===== config.mk =====
export PLATFORM = sky130hd
export DESIGN_NAME = jtframe_ram_dma
export DESIGN_NICKNAME = d
export VERILOG_FILES = /design/src/rtl/jtframe_ram_dma.sv
export SDC_FILE = /design/constraint.sdc
export NUM_CORES = 1
export LEC_CHECK = 0
export CAP_MARGIN = 20
export CORE_MARGIN = 1.5
export CORE_UTILIZATION = 50
export DETAILED_ROUTE_END_ITERATION = 8
export GPL_ROUTABILITY_DRIVEN = 1
export PLACE_DENSITY = 0.93
export SYNTH_ARGS = -nofsm -noshare
export SYNTH_HDL_FRONTEND = slang
export SYNTH_SLANG_ARGS = --single-unit
export TNS_END_PERCENT = 5

===== constraint.sdc =====
create_clock -name clk -period 3.8 [get_ports clk]
set_input_delay 0.95 -clock clk [delete_from_list [all_inputs] [get_ports clk]]
set_output_delay 0.95 -clock clk [all_outputs]
set_load 0.02 [all_outputs]

===== src/rtl/jtframe_ram_dma.sv =====
// jtframe_ram_dma -- moves a block of words into the port 0 side of a
// jtframe_dual_ram. Each word is either copied from a slow source (SDRAM or
// ROM, with a req/ack handshake) or taken from a constant, so the same
// engine can load a RAM or clear it.
//
// Sequencing is a four-state machine: IDLE, READ, WRITE and DONE.
// - ram_we, src_req, busy and done are flops.
// - The address and data outputs are decoded only from latched operands and
//   the word counter, so no input reaches an output through logic alone.
// - Every register clears on reset, so all outputs read zero during reset.
module jtframe_ram_dma #(
    parameter int DW = 8,
    parameter int AW = 10,
    parameter int SW = 22
) (
    input  logic          clk,
    input  logic          rst_n,
    input  logic          start,
    input  logic          fill,
    input  logic [DW-1:0] fill_val,
    input  logic [SW-1:0] src_base,
    input  logic [AW-1:0] dst_base,
    input  logic [AW:0]   len,
    input  logic          abort,
    output logic [SW-1:0] src_addr,
    output logic          src_req,
    input  logic          src_ack,
    input  logic [DW-1:0] src_data,
    output logic [AW-1:0] ram_addr,
    output logic [DW-1:0] ram_data,
    output logic          ram_we,
    output logic          busy,
    output logic          done
);

    localparam logic [1:0] ST_IDLE  = 2'd0;
    localparam logic [1:0] ST_READ  = 2'd1;
    localparam logic [1:0] ST_WRITE = 2'd2;
    localparam logic [1:0] ST_DONE  = 2'd3;

    logic [1:0]    state_reg, state_next;
    logic [AW:0]   count_reg;
    logic [AW:0]   len_reg;
    logic [SW-1:0] src_base_reg;
    logic [AW-1:0] dst_base_reg;
    logic          fill_reg;
    logic [DW-1:0] fill_val_reg;
    logic [DW-1:0] data_reg;

    logic src_req_next, ram_we_next, busy_next, done_next;
    logic accept, ack_seen, last_word;

    // A start only counts in IDLE and never alongside abort.
    assign accept = (state_reg == ST_IDLE) && start && !abort;

    // An ack counts only while a request is actually outstanding.
    assign ack_seen = (state_reg == ST_READ) && src_req && src_ack;

    // The word being written now is the last one of the block.
    // count+1 cannot overflow: the counter never exceeds len-1 here.
    assign last_word = (count_reg + {{AW{1'b0}}, 1'b1}) == len_reg;

    // State and handshake flags: the flags follow the state being entered,
    // so they line up with the state they belong to.
    always_ff @(posedge clk or negedge rst_n) begin
        if (!rst_n) begin
            state_reg <= ST_IDLE;
            src_req   <= 1'b0;
            ram_we    <= 1'b0;
            busy      <= 1'b0;
            done      <= 1'b0;
        end else begin
            state_reg <= state_next;
            src_req   <= src_req_next;
            ram_we    <= ram_we_next;
            busy      <= busy_next;
            done      <= done_next;
        end
    end

    // Next-state decision; abort overrides everything and drops back to IDLE.
    always_comb begin
        state_next = state_reg;
        case (state_reg)
            ST_IDLE: begin
                if (start) begin
                    if (len == '0)
                        state_next = ST_DONE;
                    else if (fill)
                        state_next = ST_WRITE;
                    else
                        state_next = ST_READ;
                end
            end
            ST_READ: begin
                if (ack_seen)
                    state_next = ST_WRITE;
            end
            ST_WRITE: begin
                if (last_word)
                    state_next = ST_DONE;
                else if (fill_reg)
                    state_next = ST_WRITE;
                else
                    state_next = ST_READ;
            end
            ST_DONE: state_next = ST_IDLE;
            default: state_next = ST_IDLE;
        endcase
        if (abort)
            state_next = ST_IDLE;
    end

    // Output flag decode. Done is taken from the DONE state one cycle later,
    // so it shows while the machine is already back in IDLE. An abort in
    // DONE suppresses the pulse.
    always_comb begin
        src_req_next = (state_next == ST_READ);
        ram_we_next  = (state_next == ST_WRITE);
        busy_next    = (state_next == ST_READ) || (state_next == ST_WRITE);
        done_next    = (state_reg == ST_DONE) && !abort;
    end

    // Operand latch, source data capture and word counter.
    always_ff @(posedge clk or negedge rst_n) begin
        if (!rst_n) begin
            count_reg    <= '0;
            len_reg      <= '0;
            src_base_reg <= '0;
            dst_base_reg <= '0;
            fill_reg     <= 1'b0;
            fill_val_reg <= '0;
            data_reg     <= '0;
        end else begin
            if (accept) begin
                count_reg    <= '0;
                len_reg      <= len;
                src_base_reg <= src_base;
                dst_base_reg <= dst_base;
                fill_reg     <= fill;
                fill_val_reg <= fill_val;
            end
            if (ack_seen && !abort)
                data_reg <= src_data;
            if ((state_reg == ST_WRITE) && !abort)
                count_reg <= count_reg + {{AW{1'b0}}, 1'b1};
        end
    end

    // Both address sums wrap naturally at their own widths.
    assign src_addr = src_base_reg + SW'(count_reg);
    assign ram_addr = dst_base_reg + count_reg[AW-1:0];
    assign ram_data = fill_reg ? fill_val_reg : data_reg;

endmodule


* Word-level counts from Yosys, hierarchy flattened
Cells that the tools add are included.
W data, S select, Z words.
** Storage, ports and cells
- Register bits after elaboration :: 77
- Output and inout port bits :: 44
- Input bits :: 65
- Logic and storage cells :: 44
** Cells by class
- Muxes and demuxes :: 11
- Equal/unequal tests :: 6
- Reductions and logical operators :: 12
- Add/sub/neg operators :: 3
** Operator list (number)
- $add A22 B11 Y22 :: 1
- $mux W11 :: 2
- $mux W2 :: 7
- $add A11 B1 Y11 const B :: 1
- $eq A11 B11 Y1 :: 1
- $logic_not A11 Y1 :: 1
- $add A10 B10 Y10 :: 1
- $mux W8 :: 1
- $pmux W2 S4 :: 1
- $logic_and A1 B1 Y1 :: 7
- $eq A2 B2 Y1 const B :: 3
- $eq A2 B1 Y1 const B :: 2
- $logic_not A2 Y1 :: 1
- $reduce_bool A2 Y1 :: 1
- $logic_not A1 Y1 :: 1
- $logic_or A1 B1 Y1 :: 1

* Longest topological paths before layout
Gate-level depths: netlist (run 1).
- Depth after elaboration :: 8
- Depth in mapped cells :: 10
- Mapped depth without buffers :: 9

* Least setup slack after synthesis (run 1)
No wires, ideal clock.
- Path kind :: reg-to-output
- Start :: register count_reg[0]
- End :: output port src_addr[18]
- Arrival time :: 2380 ps
- Stages on the path, launching flop included :: 10
- Path buffers :: 0
- Setup slack :: 470 ps
- Data required time :: 2850 ps
- Path through :: dfrtp_1 > ha_1 > inv_1 > fa_1 > nor2b_1 > o31a_1 > o311ai_1 > a32oi_1 > nand4_1 > xnor2_1
** On the way
- Longest elaborated chain between the ends :: 1
** RTL lines
- start, declared :: RTL line 42 : logic [AW:0] count_reg;
- start signal, assigned :: RTL line 146 : count_reg <= count_reg + {{AW{1'b0}}, 1'b1};
- $add A22 B11 Y22 :: RTL line 151 : assign src_addr = src_base_reg + SW'(count_reg);
- end, declared :: RTL line 25 : output logic [SW-1:0] src_addr,
Every way passes these cells.

* Worst setup path in the final report (run 1)
- Start :: register count_reg[1]
- End :: output port src_addr[7]
Same word-level chain as after synthesis.

==> results_dict.tcl, run 1 <==
set metrics [dict create \
    ir_drop_mv 0.307 \
    p_clk_frac 0.231 \
    dp.cells 624 \
    first_global_vias 3772 \
    slew_headroom 0.380 \
    worst_path_max_delay_cell "clkdlybuf4s50_1" \
    hold_buffers 0 \
    cp.arrival_ps 2760 \
    p_per_area_nw_per_um2 483 \
    whs_endpoint "fill_val_reg[7]$_DFFE_PN0P_" \
    critical_path_required_ps 2850 \
    placed_cell_area_um2 5740 \
    setup_viol 0 \
    p_seq_frac 0.394 \
    fp.dieH_um 97.8 \
    finalHoldViolCount 0 \
    seq_area_um2 1930 \
    fin_hold_ws_ps 482 \
    synthFlopType "dfrtp_1" \
    hold_class "reg2reg" \
    synth_seq_cells 77 \
    fillers 628 \
    fin_crit_ps 3710 \
    largest_reg_flops 22 \
    vias_per_cell 5.66 \
    routedWlPerCell_um 16.6 \
    critical_path_class "reg2out" \
    syn2layout_area_growth_pct 32.7 \
    grt_usage 0.230 \
    cts_tree "done" \
    r2r-start "count_reg[1]$_DFFE_PN0P_" \
    crit_chain "buf_4, ha_1, a211oi_2, o21ai_1, a31oi_2, xnor2_1, clkdlybuf4s50_1" \
    status "finished, final reports clean" \
    worstHoldPathCells 1 \
    fin_nets 618 \
    clk_pin_slew_ps 80 \
    io_pins 109 \
    die_w_um 97.8 \
    multiInputGateArea_um2 2500 \
    cp_num_buf_inv 2 \
    ant_nets 0 \
    p_int_w 0.00191 \
    drive_above_1_share 0.114 \
    cts.sinks 77 \
    cts_max_level 3 \
    diodes 0 \
    netlist_instances 411 \
    vias 3629 \
    maxCapViolCount 0 \
    grt_first_pass_wirelength_um 17700 \
    hold_path_startpoint "fill_val_reg[7]$_DFFE_PN0P_" \
    start_util 0.515 \
    fmax_mhz 270 \
    reg2reg_to "busy$_DFF_PN0_" \
    fin_crit_sh 0.976 \
    detail_route.first_pass.iterations 4 \
    grt_max_degree 78 \
    worst-r2r-cell-count 10 \
    p_sw_w 0.000965 \
    critPathLaunchType "flip-flop" \
    crit_path_end_kind "output pin" \
    clk_path_buf_depth 2 \
    totalPowerFinal_w 0.00288 \
    avgSynthCellArea_um2 10.9 \
    drv_slew 0 \
    syn_nets 501 \
    antenna_found_initial 0 \
    p_leak_nw 2.62 \
    synthDistinctLibCells 59 \
    power_switching_share 0.335 \
    placement.io_buffers 108 \
    grt_overflow_total 0 \
    syn-cell-area_um2 4490 \
    worst_slew_pin_slew_ps 931 \
    yosysSeqAreaShare 0.429 \
    final_cells 641 \
    rsz0062_at_grt "true" \
    critPathMaxFanout 6 \
    die_area_um2 9560 \
    pwr-share-comb 0.375 \
    cts_made_buffers 9 \
    drtIter0Drc 162 \
    cts-root-buf "clkbuf_8" \
    setup_tns_ps 0 \
    path_depth 7 \
    synthArstFlopShare 1.00 \
    core_um2 8720 \
    stdcell_area_um2 5960 \
    routabilityCongestion 0.848 \
    insertion_delay_ps 350 \
    hpwl_um 7940 \
    cpPeakStageDelay_ps 630 \
    clock_skew_ps 12.5 \
    synth_edf_count 0 \
    route.detailed.drc 0 \
    ys_warn_count 0 \
    wirelength_um 10600 \
    rows 34 \
    rrSetupSlack_ps 1190 \
    critical-path-top-delay-family "buffers and inverters" \
]
## worst max-delay path by stage
stage               slack (ps)            to                     start
floorplan                  470  src_addr[18]  count_reg[0]$_DFFE_PN0P_
global placement           -20  src_addr[18]  count_reg[0]$_DFFE_PN0P_
detailed placement        -120  src_addr[18]  count_reg[0]$_DFFE_PN0P_
CTS                        -20  src_addr[18]  count_reg[0]$_DFFE_PN0P_
global route               -60   ram_addr[6]  count_reg[0]$_DFFE_PN0P_
finish                      90   src_addr[7]  count_reg[1]$_DFFE_PN0P_
## power groups by stage
stage	combinational, W	sequential, W	clock [W]
floorplan	0.000669	0.00111	0
global placement	0.00107	0.00113	0
detailed placement	0.00111	0.00115	0
CTS	0.00108	0.00113	0.000673
global route	0.00116	0.00116	0.000706
finish	0.00108	0.00113	0.000665
## Yosys cell counts, types with 3 or more instances
master,n,area [µm²]
a211oi_1,4,30.0
a21o_1,3,22.5
a21oi_1,9,45.0
a31oi_1,5,31.3
and3_1,7,43.8
buf_2,9,45.0
clkbuf_1,5,18.8
dfrtp_1,77,1930
ha_1,23,288
inv_1,10,37.5
mux2_1,58,653
mux2_2,8,90.1
nand2_1,25,93.8
nand2b_1,3,18.8
nand3_1,9,45.0
nor2_1,25,93.8
nor2b_1,5,31.3
nor3_1,5,25.0
o21a_1,4,30.0
o21ai_0,12,60.1
o21ai_1,15,75.1
o31a_1,3,26.3
o31ai_1,5,37.5
or2_1,3,18.8
xnor2_1,23,201
xor2_1,15,131
## through the flow
stage / worst slack, ps / utilization
global route: -56.0 / 0.683
global placement: -21.2 / 0.659
finish: 90.2 / 0.683
CTS: -19.5 / 0.684
detailed placement: -119 / 0.659
floorplan: 470 / -
## routing by layer
metal | vias to the layer above | wire length (µm) | global-route usage
met1 | 1778 | 4470 | 0.285
met3 | 22 | 495 | 0.0358
met5 | - | 0 | 0
met4 | 0 | 235 | 0.109
met2 | 118 | 5450 | 0.396
li1 | 1711 | - | -
## cells in the final DEF, fill, tap and decap left out, types with 4 or more instances in the layout
cell type        count
nand3_1              9
clkbuf_8             9
nor3_1               5
ha_1                22
a21oi_1              8
nor2b_1              4
xor2_1              15
dfrtp_1             77
mux2_2               8
dlygate4sd2_1        9
o21ai_1             15
a31oi_1              4
and3_1               7
o31ai_1              5
o21ai_0             12
buf_4               15
inv_1               10
clkbuf_2             5
nor2_1              25
clkdlybuf4s50_1     88
nand2_1             25
xnor2_1             23
mux2_1              58
## logic make-up (layout without fill, tap and decap cells)
group / after synthesis / count (layout) / synth area share
AOI/OAI and AO/OA: 75 / 75 / 0.110
adders and majority gates: 25 / 25 / 0.0730
and+or+nand+nor: 103 / 103 / 0.121
muxes: 67 / 67 / 0.168
DFF: 77 / 77 / 0.429
buffers and inverters: 26 / 148 / 0.0254
xor gates and xnor gates: 38 / 38 / 0.0741
## repair_timing
action | CTS | global route
setup endpoints to repair | 19 | 12
pin swaps | 1 | 0
buffers inserted | 1 | 0
gates resized for setup | 26 | 29
## final cells by class
cell class,count,area share
Multi-Input combinational cell,308,0.419
Sequential cell,77,0.323
Timing Repair Buffer,122,0.194
Clock buffer,12,0.0227
Tap cell,108,0.0227
Clock inverter,4,0.0122
Inverter,10,0.00630
(Power assumes the default switching activity.)
==> inputs of run 2 (changes only) <==
--- a/constraint.sdc
+++ b/constraint.sdc
@@ -3,2 +3,2 @@
 set_output_delay 0.95 -clock clk [all_outputs]
-set_load 0.02 [all_outputs]
+set_load 0.01 [all_outputs]
==> results_dict.tcl, run 2 (synthesized netlist as in run 1, its figures left out) <==
set metrics [dict create \
    die_w_um 97.8 \
    grt_first_pass_wirelength_um 17400 \
    final.setup.worst_slack_ps -37.3 \
    ir_drop_mv 0.243 \
    grt_usage 0.225 \
    p_clk_frac 0.232 \
    fin_crit_ps 3840 \
    vias 3670 \
    fillers 594 \
    rsz0062_at_grt "true" \
    fin_crit_sh 1.01 \
    clk_pin_slew_ps 80 \
    drv_slew 0 \
    cts-root-buf "clkbuf_8" \
    hpwl_um 7740 \
    drtIter0Drc 273 \
    power_switching_share 0.318 \
    clock_skew_ps 18.4 \
    core_um2 8720 \
    status "complete, but fails checks" \
    fin_util 0.687 \
    drive_above_1_share 0.113 \
    grt_max_degree 78 \
    seq_area_um2 1930 \
    setup_viol 1 \
    p_leak_nw 2.67 \
    largest_reg_flops 22 \
    antenna_found_initial 0 \
    slew_headroom 0.363 \
    die_area_um2 9560 \
    fp.dieH_um 97.8 \
    p_per_area_nw_per_um2 463 \
    rows 34 \
    multiInputGateArea_um2 2490 \
    p_seq_frac 0.409 \
    hold_buffers 0 \
    cts_max_level 3 \
    maxCapViolCount 0 \
    start_util 0.515 \
    route.detailed.drc 0 \
    critical_path_class "reg2out" \
    fmax_mhz 261 \
    clk_path_buf_depth 2 \
    wirelength_um 10700 \
    vias_per_cell 5.73 \
    diodes 0 \
    fin_nets 617 \
    cpPeakStageDelay_ps 550 \
    worst_slew_pin_slew_ps 955 \
    layout_common_cells "93 x clkdlybuf4s50_1, 75 x dfrtp_1, 58 x mux2_1" \
    cp.arrival_ps 2890 \
    pwr-share-comb 0.359 \
    cts.sinks 77 \
    finalHoldViolCount 0 \
    cts_made_buffers 9 \
    violations "setup timing" \
    insertion_delay_ps 360 \
    syn2layout_area_growth_pct 33.5 \
    crit_chain "ha_1, a211oi_2, o21ai_1, a31oi_1, o21a_2, and3b_1, xor2_1, clkdlybuf4s50_1" \
    io_pins 109 \
    first_global_vias 3633 \
    critPathMaxFanout 6 \
    ant_nets 0 \
    routedWlPerCell_um 16.6 \
    cts_tree "done" \
    critical_path_required_ps 2850 \
    grt_overflow_total 0 \
    p_int_w 0.00189 \
    hold_class "reg2reg" \
    p_sw_w 0.000882 \
    crit_path_end_kind "output pin" \
    detail_route.first_pass.iterations 5 \
    routabilityCongestion 0.862 \
    fin_hold_ws_ps 485 \
    layout_commonest_cell "clkdlybuf4s50_1" \
    worst_path_max_delay_cell "clkdlybuf4s50_1" \
    critPathLaunchType "flip-flop" \
    placement.io_buffers 108 \
]
## run 2: metrics by stage
step	instance area, µm²	power [W]	TNS (ps)	std cells	setup slack [ps]
6_report	5990	0.00277	-37.3	640	-37.3
3_5_place_dp	5720	0.00214	0	621	34.2
3_3_place_gp	5720	0.00209	0	621	179
5_1_grt	5990	0.00293	-366	640	-156
2_1_floorplan	4490	0.00166	0	411	619
4_1_cts	5940	0.00278	-575	638	-227
## run 2: power by group through the flow
stage	logic, W	registers (W)	clock network, W
2_1_floorplan	0.000557	0.00110	0
3_3_place_gp	0.000961	0.00113	0
3_5_place_dp	0.000997	0.00115	0
4_1_cts	0.00100	0.00113	0.000653
5_1_grt	0.00108	0.00116	0.000694
6_report	0.000994	0.00113	0.000644
## run 2: layout make-up
class	count	area share
multi-input combinational	308	0.416
sequential	77	0.322
timing repair buffer	121	0.199
clock buffer	10	0.0230
tap	108	0.0225
clock inverter	6	0.0119
inverter	10	0.00626
## run 2: layer usage
metal,share of wire,global-route usage,up-vias
li1,-,-,1725
met4,0.025,0.0868,0
met3,0.053,0.0372,27
met2,0.51,0.394,139
met1,0.42,0.280,1779
met5,0,0,-
## run 2: final timing paths
path                       depth (start not counted)  slack, ps                         from                          end
setup / recovery                                   8        -40     count_reg[1]$_DFFE_PN0P_                 src_addr[15]
hold / removal                                     1        480  fill_val_reg[7]$_DFFE_PN0P_  fill_val_reg[7]$_DFFE_PN0P_
setup reg to reg                                  10       1190     count_reg[1]$_DFFE_PN0P_               busy$_DFF_PN0_
hold reg to reg                                    1        480  fill_val_reg[7]$_DFFE_PN0P_  fill_val_reg[7]$_DFFE_PN0P_
max in group asynchronous                          1       2380                        rst_n     count_reg[7]$_DFFE_PN0P_
min in group asynchronous                          1        710                        rst_n  fill_val_reg[3]$_DFFE_PN0P_
## run 2: critical path: cells and delay by family (launching register included)
family	cells	cell delay, ps
simple gates	1	200
fa+ha+maj	1	340
xor+xnor	1	140
flops	1	440
buf+inv	1	550
compound gates	4	860
## run 2: repair_timing
action | in CTS | in global routing
resized for setup | 9 | 25
setup buffers | 1 | 2
pin swaps | 1 | 6
endpoints found under the setup margin | 17 | 18
==> inputs of run 3 (changes only) <==
Settings changed: SLEW_MARGIN from default to 20.
==> results of run 3 <==
No change in the layout: final DEF, timing and power equal those of run 2.
